`config.mk`:
```
export PLATFORM = sky130hd
export DESIGN_NAME = mcu_bus_sync_flat
export DESIGN_NICKNAME = d
export VERILOG_FILES = /design/src/rtl/mcu_bus_pkg.sv /design/src/rtl/mcu_bus_sync_if.sv /design/src/rtl/mcu_bus_edge_sync.sv /design/src/rtl/mcu_bus_sync.sv /design/src/flat_wrapper.sv
export SDC_FILE = /design/constraint.sdc
export NUM_CORES = 1
export LEC_CHECK = 0
export CAP_MARGIN = 20
export CORE_ASPECT_RATIO = 0.8
export CORE_MARGIN = 2
export CORE_UTILIZATION = 30
export CTS_CLUSTER_DIAMETER = 50
export CTS_CLUSTER_SIZE = 30
export DETAILED_ROUTE_END_ITERATION = 8
export GPL_TIMING_DRIVEN = 0
export PLACE_DENSITY = 0.65
export SLEW_MARGIN = 20
export SYNTH_ARGS = -nofsm -noshare
export SYNTH_HDL_FRONTEND = slang
export SYNTH_SLANG_ARGS = --single-unit
```
`constraint.sdc`:
```
create_clock -name CLK -period 2.38 [get_ports CLK]
set_input_delay 0.238 -clock CLK [delete_from_list [all_inputs] [get_ports CLK]]
set_output_delay 0.238 -clock CLK [all_outputs]
set_load 0.01 [all_outputs]
```
`src/rtl/mcu_bus_pkg.sv`:
```
// mcu_bus_pkg: shared types and default sizing for the 8051-style bus
// interface. The READ state exists only when MCU_BUS_READ_EN is defined.
package mcu_bus_pkg;

   localparam int unsigned AW_DEF   = 8;
   localparam int unsigned DW_DEF   = 8;
   localparam int unsigned CSW_DEF  = 4;
   localparam int unsigned PW_DEF   = 4;
   localparam int unsigned SYNC_DEF = 2;

`ifdef MCU_BUS_READ_EN
   typedef enum logic [1:0] {IDLE, ADDR, WRITE, READ} bus_state_t;
`else
   typedef enum logic [1:0] {IDLE, ADDR, WRITE} bus_state_t;
`endif

endpackage

```
`src/rtl/mcu_bus_sync_if.sv`:
```
// mcu_bus_sync_if: multiplexed MCU bus plus register-block side signals.
//   slave  : used by mcu_bus_sync (bus pins in, decoded/strobe outputs out)
//   master : the MCU / register-block side (drives pins and RdData)
//   ALE, WR_N, RD_N, AD  - asynchronous MCU bus pins
//   Addr, AddrValid, CS, MCUportL - latched address and decodes
//   WrStb, WrData, RdStb, RdData  - register block access
//   Dout, DoutOE - read-back pad drive
interface mcu_bus_sync_if #(
   parameter int unsigned AW  = 8,
   parameter int unsigned DW  = 8,
   parameter int unsigned CSW = 4,
   parameter int unsigned PW  = 4
);
   localparam int unsigned NCS = 2**CSW;
   localparam int unsigned NP  = 2**PW;

   logic           ALE;
   logic           WR_N;
   logic           RD_N;
   logic [DW-1:0]  AD;
   logic [AW-1:0]  Addr;
   logic           AddrValid;
   logic [NCS-1:0] CS;
   logic [NP-1:0]  MCUportL;
   logic           WrStb;
   logic [DW-1:0]  WrData;
   logic           RdStb;
   logic [DW-1:0]  RdData;
   logic [DW-1:0]  Dout;
   logic           DoutOE;

   modport slave (
      input  ALE, WR_N, RD_N, AD, RdData,
      output Addr, AddrValid, CS, MCUportL, WrStb, WrData, RdStb, Dout, DoutOE
   );

   modport master (
      output ALE, WR_N, RD_N, AD, RdData,
      input  Addr, AddrValid, CS, MCUportL, WrStb, WrData, RdStb, Dout, DoutOE
   );
endinterface

```
`src/rtl/mcu_bus_edge_sync.sv`:
```
// mcu_bus_edge_sync: SYNC-stage synchroniser for one asynchronous strobe,
// with single-cycle rise/fall pulses from the last stage vs. its delayed copy.
//   clk, rst_n : clock, async active-low reset
//   d          : asynchronous input
//   q          : synchronised level
//   rise, fall : one-cycle edge pulses
module mcu_bus_edge_sync #(
   parameter int unsigned SYNC    = 2,
   parameter logic        RST_VAL = 1'b0
) (
   input  logic clk,
   input  logic rst_n,
   input  logic d,
   output logic q,
   output logic rise,
   output logic fall
);
   logic [SYNC-1:0] stg;
   logic            q_d;

   always_ff @(posedge clk or negedge rst_n) begin
      if (!rst_n) begin
         stg <= {SYNC{RST_VAL}};
         q_d <= RST_VAL;
      end else begin
         stg <= {stg[SYNC-2:0], d};
         q_d <= stg[SYNC-1];
      end
   end

   assign q    = stg[SYNC-1];
   assign rise = q & ~q_d;
   assign fall = ~q & q_d;
endmodule

```
`src/rtl/mcu_bus_sync.sv`:
```
// mcu_bus_sync: single-clock interface to a multiplexed 8051-style bus.
// Synchronises ALE/WR_N/RD_N/AD, latches the address on ALE fall, decodes
// active-low chip-selects and one-hot port lines, and issues one-cycle
// write (and optionally read) strobes.
//   CLK, RST_N : system clock, async active-low reset
//   bus        : mcu_bus_sync_if.slave (pins in, decodes/strobes out)
// Build option: MCU_BUS_READ_EN enables READ state, RdStb, Dout, DoutOE;
// without it RD_N and RdData are ignored and the read outputs are 0.
module mcu_bus_sync
   import mcu_bus_pkg::*;
#(
   parameter int unsigned AW   = AW_DEF,
   parameter int unsigned DW   = DW_DEF,
   parameter int unsigned CSW  = CSW_DEF,
   parameter int unsigned PW   = PW_DEF,
   parameter int unsigned SYNC = SYNC_DEF
) (
   input  logic          CLK,
   input  logic          RST_N,
   mcu_bus_sync_if.slave bus
);
   localparam int unsigned NCS = 2**CSW;
   localparam int unsigned NP  = 2**PW;

   bus_state_t state, state_nx;

   logic                    ale_rise, ale_fall, unused_ale_q;
   logic                    wr_q, wr_rise, wr_fall;
   logic [SYNC-1:0][DW-1:0] ad_stg;
   logic [DW-1:0]           ad_s;

   logic                    addr_ld, wrdata_ld, wrstb_nx;
   logic [AW-1:0]           addr;
   logic                    addrvalid;
   logic                    wrstb;
   logic [DW-1:0]           wrdata;
   logic [NCS-1:0]          cs;
   logic [NP-1:0]           portl;

   mcu_bus_edge_sync #(.SYNC(SYNC), .RST_VAL(1'b0)) u_ale (
      .clk(CLK), .rst_n(RST_N), .d(bus.ALE),
      .q(unused_ale_q), .rise(ale_rise), .fall(ale_fall)
   );

   mcu_bus_edge_sync #(.SYNC(SYNC), .RST_VAL(1'b1)) u_wr (
      .clk(CLK), .rst_n(RST_N), .d(bus.WR_N),
      .q(wr_q), .rise(wr_rise), .fall(wr_fall)
   );

`ifdef MCU_BUS_READ_EN
   logic          rd_rise, rd_fall, unused_rd_q;
   logic          rdstb_nx, rdstb, doutoe;
   logic [DW-1:0] dout;

   mcu_bus_edge_sync #(.SYNC(SYNC), .RST_VAL(1'b1)) u_rd (
      .clk(CLK), .rst_n(RST_N), .d(bus.RD_N),
      .q(unused_rd_q), .rise(rd_rise), .fall(rd_fall)
   );
`else
   logic unused_rd;
   assign unused_rd = ^{bus.RD_N, bus.RdData};
`endif

   // AD is sampled with the same depth as the strobes so the latched value
   // lines up with the synchronised ALE/WR_N edge that uses it.
   always_ff @(posedge CLK or negedge RST_N) begin
      if (!RST_N) ad_stg <= '0;
      else        ad_stg <= {ad_stg[SYNC-2:0], bus.AD};
   end
   assign ad_s = ad_stg[SYNC-1];

   always_ff @(posedge CLK or negedge RST_N) begin
      if (!RST_N) state <= IDLE;
      else        state <= state_nx;
   end

   // ALE fall wins in any state; ALE rise aborts an active bus cycle.
   // Strobe fall edges only start a cycle from ADDR, WR_N over RD_N.
   always_comb begin
      state_nx = state;
      if (ale_fall) begin
         state_nx = ADDR;
      end else begin
         case (state)
            IDLE:  state_nx = IDLE;
            ADDR: begin
               if (wr_fall) state_nx = WRITE;
`ifdef MCU_BUS_READ_EN
               else if (rd_fall) state_nx = READ;
`endif
            end
            WRITE: if (ale_rise || wr_rise) state_nx = ADDR;
`ifdef MCU_BUS_READ_EN
            READ:  if (ale_rise || rd_rise) state_nx = ADDR;
`endif
            default: state_nx = IDLE;
         endcase
      end
   end

   always_comb begin
      addr_ld   = ale_fall;
      wrdata_ld = (state == WRITE) && !wr_q;
      wrstb_nx  = (state == WRITE) && wr_rise && !ale_rise && !ale_fall;
`ifdef MCU_BUS_READ_EN
      rdstb_nx  = (state == ADDR) && rd_fall && !wr_fall && !ale_fall;
`endif
   end

   always_ff @(posedge CLK or negedge RST_N) begin
      if (!RST_N) begin
         addr      <= '0;
         addrvalid <= 1'b0;
         wrstb     <= 1'b0;
         wrdata    <= '0;
      end else begin
         if (addr_ld) begin
            addr      <= ad_s[AW-1:0];
            addrvalid <= 1'b1;
         end
         if (wrdata_ld) wrdata <= ad_s;
         wrstb <= wrstb_nx;
      end
   end

`ifdef MCU_BUS_READ_EN
   // Output enable starts the edge after RdStb and holds while READ persists.
   always_ff @(posedge CLK or negedge RST_N) begin
      if (!RST_N) begin
         rdstb  <= 1'b0;
         dout   <= '0;
         doutoe <= 1'b0;
      end else begin
         rdstb  <= rdstb_nx;
         if (rdstb) dout <= bus.RdData;
         doutoe <= (state_nx == READ) && (rdstb || doutoe);
      end
   end
   assign bus.RdStb  = rdstb;
   assign bus.Dout   = dout;
   assign bus.DoutOE = doutoe;
`else
   assign bus.RdStb  = 1'b0;
   assign bus.Dout   = '0;
   assign bus.DoutOE = 1'b0;
`endif

   always_comb begin
      cs    = '1;
      portl = '0;
      if (addrvalid) begin
         cs[addr[AW-1 -: CSW]] = 1'b0;
         portl[addr[PW-1:0]]   = 1'b1;
      end
   end

   assign bus.Addr      = addr;
   assign bus.AddrValid = addrvalid;
   assign bus.CS        = cs;
   assign bus.MCUportL  = portl;
   assign bus.WrStb     = wrstb;
   assign bus.WrData    = wrdata;
endmodule
```
`src/flat_wrapper.sv`:
```
// flat-port wrapper written by rule: the top's interface ports become plain ports
module mcu_bus_sync_flat import mcu_bus_pkg::*;
#(
   parameter int unsigned AW   = AW_DEF,
   parameter int unsigned DW   = DW_DEF,
   parameter int unsigned CSW  = CSW_DEF,
   parameter int unsigned PW   = PW_DEF,
   parameter int unsigned SYNC = SYNC_DEF
)
  (CLK, RST_N, bus_ALE, bus_WR_N, bus_RD_N, bus_AD, bus_RdData, bus_Addr, bus_AddrValid, bus_CS, bus_MCUportL, bus_WrStb, bus_WrData, bus_RdStb, bus_Dout, bus_DoutOE);
  mcu_bus_sync_if #(.AW(AW), .DW(DW), .CSW(CSW), .PW(PW)) bus_i ();
  input  logic CLK;
  input  logic RST_N;
  input wire logic [$bits(bus_i.ALE)-1:0] bus_ALE;
  input wire logic [$bits(bus_i.WR_N)-1:0] bus_WR_N;
  input wire logic [$bits(bus_i.RD_N)-1:0] bus_RD_N;
  input wire logic [$bits(bus_i.AD)-1:0] bus_AD;
  input wire logic [$bits(bus_i.RdData)-1:0] bus_RdData;
  output wire logic [$bits(bus_i.Addr)-1:0] bus_Addr;
  output wire logic [$bits(bus_i.AddrValid)-1:0] bus_AddrValid;
  output wire logic [$bits(bus_i.CS)-1:0] bus_CS;
  output wire logic [$bits(bus_i.MCUportL)-1:0] bus_MCUportL;
  output wire logic [$bits(bus_i.WrStb)-1:0] bus_WrStb;
  output wire logic [$bits(bus_i.WrData)-1:0] bus_WrData;
  output wire logic [$bits(bus_i.RdStb)-1:0] bus_RdStb;
  output wire logic [$bits(bus_i.Dout)-1:0] bus_Dout;
  output wire logic [$bits(bus_i.DoutOE)-1:0] bus_DoutOE;
  assign bus_i.ALE = bus_ALE;
  assign bus_i.WR_N = bus_WR_N;
  assign bus_i.RD_N = bus_RD_N;
  assign bus_i.AD = bus_AD;
  assign bus_i.RdData = bus_RdData;
  assign bus_Addr = bus_i.Addr;
  assign bus_AddrValid = bus_i.AddrValid;
  assign bus_CS = bus_i.CS;
  assign bus_MCUportL = bus_i.MCUportL;
  assign bus_WrStb = bus_i.WrStb;
  assign bus_WrData = bus_i.WrData;
  assign bus_RdStb = bus_i.RdStb;
  assign bus_Dout = bus_i.Dout;
  assign bus_DoutOE = bus_i.DoutOE;
  mcu_bus_sync #(.AW(AW), .DW(DW), .CSW(CSW), .PW(PW), .SYNC(SYNC)) u_core (.CLK(CLK), .RST_N(RST_N), .bus(bus_i));
endmodule
```
Yosys cells after proc, flatten, opt, wreduce, memory -nomap -nowiden
Index checks and enable logic that the tools add are counted.
{"block": "classes", "n_lt_le_gt_ge": 4, "eq_ne": 4, "mux": 10, "bitwise_logic": 9, "reduce_logical": 11}
{"cell": "2-to-1 mux 16 bit", "n": 2}
{"cell": "inverter 16 bit", "n": 1}
{"cell": "less-than comparator 4 x 5 -> 1 bit (second input constant)", "n": 2}
{"cell": "demux 1 bit (select 4 bit)", "n": 2}
{"cell": "greater-or-equal comparator 4 x 1 -> 1 bit (second input constant)", "n": 2}
{"cell": "logical AND 1 bit", "n": 6}
{"cell": "2-to-1 mux 2 bit", "n": 3}
{"cell": "bitwise AND 1 bit", "n": 4}
{"cell": "inverter 1 bit", "n": 4}
{"cell": "one-hot mux 2 bit (2 select lines)", "n": 1}
{"cell": "logical NOT 1 bit", "n": 3}
{"cell": "!= test 3 x 1 -> 1 bit (second input constant)", "n": 1}
{"cell": "!= test 3 x 2 -> 1 bit (second input constant)", "n": 1}
{"cell": "equality test 2 x 1 -> 1 bit (second input constant)", "n": 1}
{"cell": "equality test 2 bit (second input constant)", "n": 1}
{"cell": "2-to-1 mux 1 bit", "n": 2}
{"cell": "AND reduction 2 bit", "n": 1}
{"cell": "logical OR 1 bit", "n": 1}
{"block": "word_totals", "regBits": 42, "wordCells": 49}

Longest topological paths before layout
Gate-level depths: netlist of the first run.
{"block": "logic_depth", "depth_word": 6, "mapped_depth": 4}

By module
From an unflattened synthesis of the first run, not the netlist that was laid out.
{"block": "unflattened", "cells_unflattened": 131, "area_unflattened_um2": 1660.3}
{"module": "mcu_bus_sync", "n_inst": 1, "cells_per_inst": 121, "area_each_um2": 1476.4, "seq_area_each_um2": 900.9}
{"module": "mcu_bus_edge_sync at u_core.u_wr", "n_inst": 1, "cells_per_inst": 5, "area_each_um2": 93.8, "seq_area_each_um2": 78.8}
{"module": "mcu_bus_edge_sync at u_core.u_ale", "n_inst": 1, "cells_per_inst": 5, "area_each_um2": 90.1, "seq_area_each_um2": 75.1}

Worst setup path before layout of the first run
No wires, ideal clock.
{"block": "synth_timing", "path_kind": "reg-to-output", "startpoint": "reg u_core.addrvalid (netlist: u_core.bus.AddrValid)", "endpoint": "out bus_MCUportL[4]", "t_arrival_ns": 1.057, "required_ns": 2.142, "setup_slack_ns": 1.085, "path_stages_with_launch": 5, "path_cell_list": "dfrtp_1 > buf_2 > and2b_1 > nand2_1 > nor3_1"}
{"block": "synth_via", "elab_chain_len": 1}
{"element": "start: declaration", "line_no": "mcu_bus_sync.sv:34", "text": "logic addrvalid;"}
{"element": "start signal: assignment", "line_no": "mcu_bus_sync.sv:113", "text": "addrvalid <= 1'b0;"}
{"element": "start signal: assignment", "line_no": "mcu_bus_sync.sv:119", "text": "addrvalid <= 1'b1;"}
{"element": "2-to-1 mux 16 bit", "line_no": "mcu_bus_sync.sv:151", "text": "if (addrvalid) begin"}
{"element": "end: declaration", "line_no": "flat_wrapper.sv:22", "text": "output wire logic [$bits(bus_i.MCUportL)-1:0] bus_MCUportL;"}
No other way between the ends.

Worst setup path after layout of the first run
{"block": "layout_timing", "startpoint": "reg u_core.addrvalid (netlist: u_core.bus.AddrValid)", "endpoint": "out bus_MCUportL[1]"}
Same word-level chain as after synthesis.

==> results of run 1 <==
## area by class of cell
| type | instances | area share [%] |
|---|---|---|
| well taps | 78 | 3.72 |
| plain buffers | 15 | 4.05 |
| multi-input cells | 93 | 24.2 |
| flip-flops and latches | 42 | 40.2 |
| inverters | 1 | 0.143 |
| repair buffers | 63 | 24.2 |
| clock inverters | 1 | 0.191 |
| clock buffers | 7 | 3.29 |
## critical path: cells and delay by family, from the launching register on
kind / cells / cell delay (ns)
and+or+nand+nor: 2 / 0.36
buffers and inverters: 2 / 0.82
DFF: 1 / 0.39
## how the worst min path moves through the flow
| stage | slack [ns] | depth (start not counted) | endpoint |
|---|---|---|---|
| 2_1_floorplan | -0.06 | 0 | u_core.ad_s[0] |
| 4_1_cts | 0.35 | 0 | u_core.ad_s[1] |
| 3_5_place_dp | 0.18 | 1 | u_core.bus.WrData[3] |
| 5_1_grt | 0.35 | 1 | u_core.u_wr.stg[0] |
| 3_3_place_gp | 0.33 | 0 | u_core.ad_s[1] |
| 6_report | 0.35 | 0 | u_core.ad_s[1] |
## cell families (layout without fill, tap and decap cells)
family                 Yosys count  in the layout  share of synthesized area (%)
DFF                             42             42                           59.7
other                            1             10                          0.212
and+or+nand+nor                 64             64                           20.9
AOI/OAI and AO/OA                3              3                          0.992
muxes                           16             16                           11.9
buffers and inverters           16             87                           6.24
## metrics by stage
stage / std cells / setup WS [ns] / hold slack, ns / util [%]
6_report: 300 / 0.283 / 0.349 / 47.2
3_3_place_gp: 290 / 0.0623 / 0.332 / 45.1
2_1_floorplan: 151 / 1.08 / -0.0576 / -
5_1_grt: 300 / 0.130 / 0.351 / 47.2
4_1_cts: 300 / 0.278 / 0.351 / 47.2
3_5_place_dp: 291 / 0.602 / 0.180 / 45.4
## cell usage in the layout, fill, tap and decap left out, types with 2 or more instances in the layout
cell type        instances
a21oi_1                  2
nor2b_1                  2
buf_2                    5
clkdlybuf4s50_1         60
mux2_4                   8
nor3_1                   8
nand2_1                 12
and2b_1                  2
nand3_1                  8
nor2_1                  11
nand2b_1                 6
dfrtp_1                 39
mux2_2                   2
mux2_1                   6
clkbuf_8                 6
conb_1                  10
nor4_1                   2
nand4_1                  3
buf_4                   10
dfstp_2                  3
## report_power, final
group          internal, mW  switching, mW
logic                 0.374          0.238
registers             0.822         0.0840
clock network         0.234          0.220
## registers in the layout, indices dropped and copies added, names as in the netlist
name,cells
u_core.bus.WrStb,1
u_core.u_ale.q_d,1
u_core.ad_stg,8
u_core.u_ale.stg,2
u_core.bus.AddrValid,1
u_core.state,2
u_core.bus.Addr,8
u_core.ad_s,8
u_core.bus.WrData,8
u_core.u_wr.q_d,1
u_core.u_wr.stg,2
## routing by layer
| layer | track usage [%] | vias to the layer above | part of all wire [%] |
|---|---|---|---|
| li1 | - | 619 | - |
| met1 | 15.3 | 560 | 50 |
| met2 | 15.6 | 52 | 41 |
| met3 | 4.34 | 2 | 8.5 |
| met4 | 4.27 | 0 | 0.62 |
| met5 | 0 | - | 0 |
## timing repair
action,in CTS,in global routing
endpoints found under the hold margin,15,0
hold buffers,1,0
gates resized for setup,0,0
==> run summary, run 1 <==
status -> finished, final reports clean
root buffer cell -> clkbuf_8
Multi-input gate area -> 634 sq um
Die ar. -> 6520 sq um
reg2reg end -> u_core.state[0]
die height -> 72.6 um
element type at the critical path end -> output pin
final hold vios -> 0
R2R depth -> 3
setup_tns -> 0 ns
post-CTS setup buffer count -> 0
crit path time final -> 2.10 ns
wire length after detailed routing -> 3390 um
initial core utilization -> 31.8%
Top-Level Pins -> 81
Synth top cells by count -> dfrtp_1, nand2_1, nor2_1
fin area -> 2620 sq um
initial antenna violation count -> 0
async set or reset register ratio after synthesis -> 100%
library cells used by synthesis -> 31
Post-Syn Area -> 1770 sq um
routed len/inst -> 11.3 um
CTS tree -> built
Vias -> 1233
Tot GR Track Use -> 11.0%
Worst Setup EP -> bus_MCUportL[1]
worst hold path class -> flop to flop
Max Cap Violations -> 0
clock sinks -> 42
RSZ-0062 raised after global routing -> false
# DRC -> 0
Worst Skew -> 0.00499 ns
cts bufs inserted -> 5
Synth Register Bits -> 42
Rows -> 24
First-pass DRT Iterations -> 4
IO buf count -> 61
Max FO, Critical Path -> 10
CP Class -> flop to output pin
crit path from -> u_core.bus.AddrValid
most frequent cell after synthesis -> dfrtp_1
first-pass GRT wire length -> 5730 um
# setup viols final -> 0
share of the synthesized area in the top cell type -> 55.3%
Critical Path Start Type -> flop
Final ANT Viol Nets -> 0
slowest cell on the critical path -> clkdlybuf4s50_1
hpwl dp -> 2570 um
dominant synthesized flop cell -> dfrtp_1
DP Area -> 2520 sq um
ranking of synthesized cells by area -> dfrtp_1, mux2_4, dfstp_2
share of cells above drive strength 1 -> 19.4%
total gr overflow -> 0
Worst VDD drop -> 0.405 mV
core region area -> 5560 sq um
Overall Power -> 1.97 mW
initial DRC count -> 36
Leak -> 1.13 nW
f_max -> 477 MHz
number of global-route vias before repair -> 1132
Die Wd -> 89.8 um
final slew viol count -> 0
Final nets -> 242
FF-to-FF Start -> u_core.u_wr.q_d
P&R area growth vs syn -> 48.6%
Seq/Total Area, Yosys -> 59.7%
worst-path cell chain -> buf_2 > nand2_1 > nor4_1 > clkdlybuf4s50_1
H-tree levels -> 2
HP Start -> u_core.ad_stg[1]
n_diodes -> 0
Post-synth EDFFs -> 0
Syn Inst Count -> 142
CP peak stage delay -> 0.60 ns
pwr/cell area -> 752 nW/um^2
Final Wtd Congestion -> 0.727
area leader, netlist -> dfrtp_1
clk_lat worst skew -> 0.28 ns
Max clock buf depth -> 2
Synth Warn # -> 0
fillers -> 517
crit path DAT -> 1.86 ns
register area -> 1050 sq um
Vias/cell -> 4.11
Worst Path Required -> 2.14 ns
Clock Pin Slew Worst Setup and Hold Paths -> 0.07 ns
largest net degree at the start of global routing -> 28
R2R Setup Slk -> 1.15 ns
Avg Inst Size Synth -> 12.4 sq um
Tcrit/Tclk final -> 88.1%
Note: power is estimated with default switching activity, not from simulation.
==> inputs of run 2 (changes only) <==
- GPL_ROUTABILITY_DRIVEN: not set -> 0
==> results of run 2 <==
Same layout as run 1: the final DEF is identical, and so are final timing and power.
==> inputs of run 3 (changes only) <==
- CAP_MARGIN: 20 -> not set
==> results of run 3 <==
Same layout as run 1: the final DEF is identical, and so are final timing and power.
